===== src/rtl/mc_control_fsm.sv =====
// ---------------------------------------------------------------------------
// mc_control_fsm
//   Multi-cycle MIPS-style control unit. A Mealy FSM walks each instruction
//   through FETCH / DECODE / EXEC / MEM / WB / ALUWB and, when exceptions are
//   enabled, through single-cycle EXC_OF / EXC_UD / EXC_BUS states.
//
//   Build option: define MCFSM_EXCEPTION_EN to enable the exception states,
//   the bus-timeout wait counter, and the EPCWrite/CauseWrite/IntCause outputs.
//   With the macro undefined, undefined opcodes retire straight back to FETCH,
//   overflow is ignored, and memory waits are unbounded.
//
// Parameters
//   TO_LIMIT     max MemReady-low wait cycles before a bus timeout
//
// Ports
//   CLK          clock, rising edge
//   reset        synchronous active-high reset
//   Op[5:0]      opcode field of IR
//   MemReady     memory completes the current access this cycle
//   overflow     ALU signed overflow of the current operation
//   PCWrite, PCWriteCond, IorD, MemRead, MemWrite, IRWrite, MemtoReg,
//   RegWrite, RegDst, ALUSrcA, ALUSrcB[1:0], ALUOp[1:0], FuncType,
//   PCSource[1:0], ReverseZflag, EPCWrite, CauseWrite, IntCause[1:0]
//                datapath control outputs
//   dbg_state    current FSM state encoding, for observation only
//
// Outputs are decoded combinationally from the state register because
// several of them (IRWrite/PCWrite in FETCH, RegWrite in ALUWB, the reset
// write-gating) must react to inputs within the same cycle.
// ---------------------------------------------------------------------------
module mc_control_fsm #(
    parameter int TO_LIMIT = 15
) (
    input  logic       CLK,
    input  logic       reset,
    input  logic [5:0] Op,
    input  logic       MemReady,
    input  logic       overflow,
    output logic       PCWrite,
    output logic       PCWriteCond,
    output logic       IorD,
    output logic       MemRead,
    output logic       MemWrite,
    output logic       IRWrite,
    output logic       MemtoReg,
    output logic       RegWrite,
    output logic       RegDst,
    output logic       ALUSrcA,
    output logic [1:0] ALUSrcB,
    output logic [1:0] ALUOp,
    output logic       FuncType,
    output logic [1:0] PCSource,
    output logic       ReverseZflag,
    output logic       EPCWrite,
    output logic       CauseWrite,
    output logic [1:0] IntCause,
    output logic [3:0] dbg_state
);

    typedef enum logic [3:0] {
        S_FETCH  = 4'd0,
        S_DECODE = 4'd1,
        S_EXEC   = 4'd2,
        S_MEM    = 4'd3,
        S_WB     = 4'd4,
`ifdef MCFSM_EXCEPTION_EN
        S_ALUWB  = 4'd5,
        S_EXC_OF = 4'd6,
        S_EXC_UD = 4'd7,
        S_EXC_BUS = 4'd8
`else
        S_ALUWB  = 4'd5
`endif
    } state_t;

    state_t state_q, state_d;

    // Opcode classes
    logic is_r, is_j, is_beq, is_bne, is_lw, is_sw, is_imm, op_defined;
    assign is_r   = (Op == 6'b000000);
    assign is_j   = (Op == 6'b000010);
    assign is_beq = (Op == 6'b000100);
    assign is_bne = (Op == 6'b000101);
    assign is_lw  = (Op == 6'b100011);
    assign is_sw  = (Op == 6'b101011);
    assign is_imm = (Op[5:3] == 3'b001);
    assign op_defined = is_r | is_j | is_beq | is_bne | is_lw | is_sw | is_imm;

    // at_limit: this is the last permitted wait cycle and memory is still
    // not ready, so the access is abandoned in favour of EXC_BUS.
    logic at_limit;
    logic waiting;
    assign waiting = ((state_q == S_FETCH) || (state_q == S_MEM)) && !MemReady;

`ifdef MCFSM_EXCEPTION_EN
    localparam int CW = (TO_LIMIT < 1) ? 1 : $clog2(TO_LIMIT + 1);
    logic [CW-1:0] wait_q;
    assign at_limit = waiting && (wait_q == CW'(TO_LIMIT));
`else
    assign at_limit = 1'b0;
    logic unused_ovf;
    assign unused_ovf = overflow;
`endif

    // Next-state logic
    always_comb begin
        state_d = state_q;
        case (state_q)
            S_FETCH: begin
                if (MemReady) begin
                    state_d = S_DECODE;
`ifdef MCFSM_EXCEPTION_EN
                end else if (at_limit) begin
                    state_d = S_EXC_BUS;
`endif
                end
            end
            S_DECODE: begin
                if (op_defined) begin
                    state_d = S_EXEC;
                end else begin
`ifdef MCFSM_EXCEPTION_EN
                    state_d = S_EXC_UD;
`else
                    state_d = S_FETCH;
`endif
                end
            end
            S_EXEC: begin
                if (is_lw || is_sw) begin
                    state_d = S_MEM;
                end else if (is_r || is_imm) begin
                    state_d = S_ALUWB;
                end else begin
                    state_d = S_FETCH;
                end
            end
            S_MEM: begin
                if (MemReady) begin
                    state_d = is_lw ? S_WB : S_FETCH;
`ifdef MCFSM_EXCEPTION_EN
                end else if (at_limit) begin
                    state_d = S_EXC_BUS;
`endif
                end
            end
            S_WB: state_d = S_FETCH;
            S_ALUWB: begin
`ifdef MCFSM_EXCEPTION_EN
                state_d = overflow ? S_EXC_OF : S_FETCH;
`else
                state_d = S_FETCH;
`endif
            end
            default: state_d = S_FETCH;
        endcase
    end

    // State register and wait counter. The counter clears whenever the
    // state changes, so every wait episode starts counting from zero.
    always_ff @(posedge CLK) begin
        if (reset) begin
            state_q <= S_FETCH;
`ifdef MCFSM_EXCEPTION_EN
            wait_q  <= '0;
`endif
        end else begin
            state_q <= state_d;
`ifdef MCFSM_EXCEPTION_EN
            if (state_d != state_q) begin
                wait_q <= '0;
            end else if (waiting) begin
                wait_q <= wait_q + 1'b1;
            end
`endif
        end
    end

    // Output decode
    logic pc_write_raw, pc_write_cond_raw, ir_write_raw, mem_write_raw;
    logic reg_write_raw, epc_write_raw, cause_write_raw;

    always_comb begin
        pc_write_raw      = 1'b0;
        pc_write_cond_raw = 1'b0;
        ir_write_raw      = 1'b0;
        mem_write_raw     = 1'b0;
        reg_write_raw     = 1'b0;
        epc_write_raw     = 1'b0;
        cause_write_raw   = 1'b0;
        IorD              = 1'b0;
        MemRead           = 1'b0;
        MemtoReg          = 1'b0;
        RegDst            = 1'b0;
        ALUSrcA           = 1'b0;
        ALUSrcB           = 2'b00;
        ALUOp             = 2'b00;
        FuncType          = 1'b0;
        PCSource          = 2'b00;
        ReverseZflag      = 1'b0;
        IntCause          = 2'b00;
        case (state_q)
            S_FETCH: begin
                MemRead = 1'b1;
                if (MemReady) begin
                    ir_write_raw = 1'b1;
                    pc_write_raw = 1'b1;
                    ALUSrcB      = 2'b01;
                end
            end
            S_DECODE: begin
                ALUSrcB = 2'b11;
            end
            S_EXEC: begin
                if (is_lw || is_sw) begin
                    ALUSrcA = 1'b1;
                    ALUSrcB = 2'b10;
                end else if (is_r) begin
                    ALUSrcA = 1'b1;
                    ALUOp   = 2'b10;
                end else if (is_imm) begin
                    ALUSrcA  = 1'b1;
                    ALUSrcB  = 2'b10;
                    ALUOp    = 2'b10;
                    FuncType = 1'b1;
                end else if (is_beq || is_bne) begin
                    ALUSrcA           = 1'b1;
                    ALUOp             = 2'b01;
                    pc_write_cond_raw = 1'b1;
                    PCSource          = 2'b01;
                    ReverseZflag      = Op[0];
                end else if (is_j) begin
                    pc_write_raw = 1'b1;
                    PCSource     = 2'b10;
                end
            end
            S_MEM: begin
                IorD          = 1'b1;
                MemRead       = is_lw;
                mem_write_raw = is_sw && !at_limit;
            end
            S_WB: begin
                MemtoReg      = 1'b1;
                reg_write_raw = 1'b1;
            end
            S_ALUWB: begin
                RegDst = is_r;
`ifdef MCFSM_EXCEPTION_EN
                reg_write_raw = !overflow;
`else
                reg_write_raw = 1'b1;
`endif
            end
`ifdef MCFSM_EXCEPTION_EN
            S_EXC_OF, S_EXC_UD, S_EXC_BUS: begin
                epc_write_raw   = 1'b1;
                cause_write_raw = 1'b1;
                ALUSrcB         = 2'b01;
                ALUOp           = 2'b01;
                pc_write_raw    = 1'b1;
                PCSource        = 2'b11;
                if (state_q == S_EXC_OF) begin
                    IntCause = 2'b01;
                end else if (state_q == S_EXC_BUS) begin
                    IntCause = 2'b10;
                end
            end
`endif
            default: begin
            end
        endcase
    end

    // Architectural write enables are suppressed for the whole reset cycle.
    assign PCWrite     = pc_write_raw      & ~reset;
    assign PCWriteCond = pc_write_cond_raw & ~reset;
    assign IRWrite     = ir_write_raw      & ~reset;
    assign MemWrite    = mem_write_raw     & ~reset;
    assign RegWrite    = reg_write_raw     & ~reset;
    assign EPCWrite    = epc_write_raw     & ~reset;
    assign CauseWrite  = cause_write_raw   & ~reset;

    assign dbg_state = state_q;

endmodule


===== config.mk =====
export PLATFORM = sky130hd
export DESIGN_NAME = mc_control_fsm
export DESIGN_NICKNAME = d
export VERILOG_FILES = /design/src/rtl/mc_control_fsm.sv
export SDC_FILE = /design/constraint.sdc
export NUM_CORES = 1
export LEC_CHECK = 0
export CORE_UTILIZATION = 37
export CTS_CLUSTER_DIAMETER = 80
export DETAILED_ROUTE_END_ITERATION = 6
export PLACE_DENSITY = 0.8
export SLEW_MARGIN = 20
export SYNTH_ARGS = -nofsm -noshare
export SYNTH_HDL_FRONTEND = slang
export SYNTH_SLANG_ARGS = --single-unit

===== constraint.sdc =====
create_clock -name CLK -period 3.8 [get_ports CLK]
set_clock_uncertainty 0.15 [all_clocks]
set_input_delay 0.76 -clock CLK [delete_from_list [all_inputs] [get_ports CLK]]
set_output_delay 0.76 -clock CLK [all_outputs]
set_load 0.005 [all_outputs]

==> out/summary.log <==
qor: outcome.result_of_the_run complete, no violations
qor: floorplanning.rows 13
qor: floorplanning.die_area 1604 um2
qor: clock_network.post_cts_resize_count 0
qor: place.finalWeightedCongestion 0.8017
qor: route.dr_total_vias 659
qor: flow_run.max_cap_viol_count 0
qor: yosys.synth_warnings 0
qor: timing.finalWorstPathRequiredPeriod 3608 ps
qor: timing.finalMaxSlewViolations 0
qor: grt.vias_in_the_first_global_route 549
qor: grt.grt_first_pass_wirelength 2235 um
qor: route.dr_drc_count 0
qor: grt.largest_net_degree_at_the_start_of_global_routing 15
qor: setup_path.critical_path.startpoint Op[3]
qor: setup_path.rr_startpoint dbg_state[1]$_SDFFE_PP0P_
qor: setup_path.worst_ep_arrival_time 2700 ps
qor: clock_network.cts.htree.levels 1
qor: yosys.syn_area_per_cell 6.955 um2
qor: setup_path.startpoint_type primary input
qor: clock_network.cts_setup_buffers 0
qor: grt.antenna_violations_before_repair 0
qor: route.wire_per_inst 11.75 um
qor: route.wl 1434 um
qor: clock_network.cts_tree done
qor: floorplanning.start_util 40.65%
qor: setup_path.setup.worst_path.end_class output pin
qor: yosys.syn-cell-area 535.5 um2
qor: floorplanning.coreArea 1318 um2
qor: grt.groute.layer.met3.usage 5.556%
qor: power_and_ir_drop.power-per-cell-area 163.8 nW/um2
qor: yosys.seq_area_frac_synth 11.21%
qor: timing.report.final.setup_viol 0
qor: setup_path.critical_path_required 2890 ps
qor: route.vias_per_cell 5.402
qor: cells_and_area.n_antenna_cell 0
qor: route.postRouteAntennaNets 0
qor: cells_and_area.final_net_count 118
qor: place.dpl.cell_count 118
qor: worst_hold_path.hold_path_class reg2reg
qor: cells_and_area.final_layout_size_suffix_gt1_share 13.08%
qor: power_and_ir_drop.power.static_leakage 0.0003376 uW
qor: clock_network.clock_buffers_created_by_tritoncts 3
qor: clock_network.cts.root.buffer_cell sky130_fd_sc_hd__clkbuf_4
qor: setup_path.critPathMaxFanout 8
qor: power_and_ir_drop.vdd_ir_drop_max 0.1502 mV
qor: route.initialDrtViolationCount 13
qor: yosys.post_synth_inst_count 77
qor: yosys.synth.ff_latch_count 3
qor: clock_network.clk_latency 240 ps
qor: place.port_buffers 29
qor: timing.max_clock_freq 277.2 MHz
qor: setup_path.r2r_slack 2100 ps
qor: clock_network.cts-root-to-sink-buffers 2
qor: timing.finalCritPeriodShare 94.95%
qor: floorplanning.die_width 40.05 um
qor: cells_and_area.cell_count_final_fillers_out 122
qor: grt.grt_total_ovfl 0
qor: timing.grt_setup_unrepaired false
qor: worst_hold_path.timing.hold.worst.start dbg_state[2]$_SDFFE_PP0P_
qor: grt.global_route.usage.met2 34.68%
qor: cells_and_area.fill_cells 125
qor: cells_and_area.syn2layout_area_growth 58.41%
qor: clock_network.clock_sinks 3
qor: yosys.ys_types 35
qor: power_and_ir_drop.p_total 139.0 uW
qor: floorplanning.die_height 40.05 um
qor: timing.finalHoldViolCount 0
qor: grt.global_route.peak_usage_layer met2
qor: grt.grt_use_met1 24.67%
qor: clock_network.hold_fix_buffers_at_cts 0
qor: route.drt_first_pass_iters 4
qor: setup_path.critPathKind in2out
qor: floorplanning.design.portCount 36
qor: timing.fin_tns_setup 0 ps
qor: clock_network.path_clk_slew 40 ps
qor: cells_and_area.largest_register_ffs 3
qor: place.dp.final_hpwl 1081 um
qor: grt.groute.usage.overall 20.07%
[cell usage after synthesis]
master / number / area, um2
sky130_fd_sc_hd__clkbuf_2: 1 / 5.000
sky130_fd_sc_hd__and3_1: 2 / 12.51
sky130_fd_sc_hd__o21ba_2: 1 / 10.01
sky130_fd_sc_hd__nand4b_4: 1 / 23.77
sky130_fd_sc_hd__o211ai_1: 1 / 7.510
sky130_fd_sc_hd__nor2b_1: 2 / 12.51
sky130_fd_sc_hd__inv_1: 4 / 15.01
sky130_fd_sc_hd__o31ai_1: 1 / 7.510
sky130_fd_sc_hd__or4_1: 2 / 15.01
sky130_fd_sc_hd__buf_2: 2 / 10.01
sky130_fd_sc_hd__o21ai_0: 2 / 10.01
sky130_fd_sc_hd__or3b_1: 1 / 8.760
sky130_fd_sc_hd__nor3_2: 1 / 10.01
sky130_fd_sc_hd__conb_1: 1 / 3.750
sky130_fd_sc_hd__nand3b_1: 1 / 7.510
sky130_fd_sc_hd__or4b_4: 1 / 13.76
sky130_fd_sc_hd__nand2_1: 2 / 7.510
sky130_fd_sc_hd__o21bai_1: 2 / 15.01
sky130_fd_sc_hd__nor3_1: 6 / 30.03
sky130_fd_sc_hd__or2_2: 1 / 6.260
sky130_fd_sc_hd__nand4_1: 1 / 6.260
sky130_fd_sc_hd__nor4_1: 2 / 12.51
sky130_fd_sc_hd__nor2_1: 8 / 30.03
sky130_fd_sc_hd__a21oi_1: 7 / 35.03
sky130_fd_sc_hd__o21a_1: 1 / 7.510
sky130_fd_sc_hd__and4_1: 1 / 8.760
sky130_fd_sc_hd__nor3b_1: 1 / 7.510
sky130_fd_sc_hd__a311oi_2: 1 / 15.01
sky130_fd_sc_hd__mux2i_1: 1 / 10.01
sky130_fd_sc_hd__dfxtp_1: 3 / 60.06
sky130_fd_sc_hd__and2_2: 1 / 7.510
sky130_fd_sc_hd__clkbuf_1: 2 / 7.510
sky130_fd_sc_hd__nand2b_1: 4 / 25.02
sky130_fd_sc_hd__buf_4: 6 / 45.04
sky130_fd_sc_hd__nor4b_1: 3 / 26.28
[routing by layer]
| metal | part of all wire, % | up-vias | routed length, um |
|---|---|---|---|
| met5 | 0 | - | 0 |
| met4 | 0 | 0 | 0 |
| met3 | 9.4 | 0 | 135 |
| met2 | 48 | 36 | 690 |
| met1 | 42 | 294 | 609 |
| li1 | - | 329 | - |
[cell type report]
type | instances | area, um2 | area share (%)
clock buffer | 4 | 26.28 | 3.097
inverter | 4 | 15.01 | 1.770
multi-input combinational | 63 | 407.9 | 48.08
sequential | 3 | 60.06 | 7.080
tap | 15 | 18.77 | 2.212
timing repair buffer | 33 | 320.3 | 37.76
[cell usage in the layout (no fill, tap or decap), types with 2 or more instances in the layout]
| cell type | Yosys | final |
|---|---|---|
| sky130_fd_sc_hd__nand2_1 | 2 | 2 |
| sky130_fd_sc_hd__or4_1 | 2 | 2 |
| sky130_fd_sc_hd__dfxtp_1 | 3 | 3 |
| sky130_fd_sc_hd__o21bai_1 | 2 | 2 |
| sky130_fd_sc_hd__buf_4 | 6 | 4 |
| sky130_fd_sc_hd__clkdlybuf4s50_1 | 0 | 29 |
| sky130_fd_sc_hd__nor2b_1 | 2 | 2 |
| sky130_fd_sc_hd__o21ai_0 | 2 | 2 |
| sky130_fd_sc_hd__nor4_1 | 2 | 2 |
| sky130_fd_sc_hd__inv_1 | 4 | 4 |
| sky130_fd_sc_hd__nand2b_1 | 4 | 4 |
| sky130_fd_sc_hd__conb_1 | 1 | 5 |
| sky130_fd_sc_hd__nor4b_1 | 3 | 3 |
| sky130_fd_sc_hd__clkbuf_4 | 0 | 3 |
| sky130_fd_sc_hd__a21oi_1 | 7 | 7 |
| sky130_fd_sc_hd__and3_1 | 2 | 2 |
| sky130_fd_sc_hd__nor3_1 | 6 | 6 |
| sky130_fd_sc_hd__nor2_1 | 8 | 8 |
[final timing paths]
path	cells past startpoint	to
worst max-delay path	6	ALUSrcB[1]
worst min-delay path	2	dbg_state[0]$_SDFFE_PP0P_
worst max register to register	3	dbg_state[2]$_SDFFE_PP0P_
worst min register to register	2	dbg_state[0]$_SDFFE_PP0P_
[worst max-delay path, stage by stage]
cell and delay (ps):
sky130_fd_sc_hd__clkdlybuf4s50_1 630, sky130_fd_sc_hd__inv_1 130, sky130_fd_sc_hd__o21ai_0 170, sky130_fd_sc_hd__or3b_1 360
sky130_fd_sc_hd__a21oi_1 130, sky130_fd_sc_hd__clkdlybuf4s50_1 510
[through the flow]
step,area [um2],util (%),setup slack (ps),hold slack [ps]
5_1_grt,848.3,64.39,99.89,662.1
4_1_cts,848.3,64.39,200.1,625.2
3_3_place_gp,822.0,62.39,217.2,583.2
6_report,848.3,64.39,192.0,627.8
3_5_place_dp,822.0,62.39,204.8,596.1
2_1_floorplan,550.5,-,1171,511.2
[cells by family (layout without fill, tap and decap cells)]
group	after synthesis	after routing	share of synthesized area, %
buffers and inverters	15	41	15.42
other	1	5	0.7003
muxes	1	1	1.869
DFF	3	3	11.22
and+or+nand+nor	41	41	50.70
AOI/OAI and AO/OA	16	16	20.09
[report_power, final]
part	internal (uW)	switching, uW	leakage, uW
clock network	39.4	16.7	0.0000150
logic	26.7	21.1	0.000298
registers	32.5	2.67	0.0000244
total	98.5	40.5	0.000338
Power figures use the tool's default switching activity.
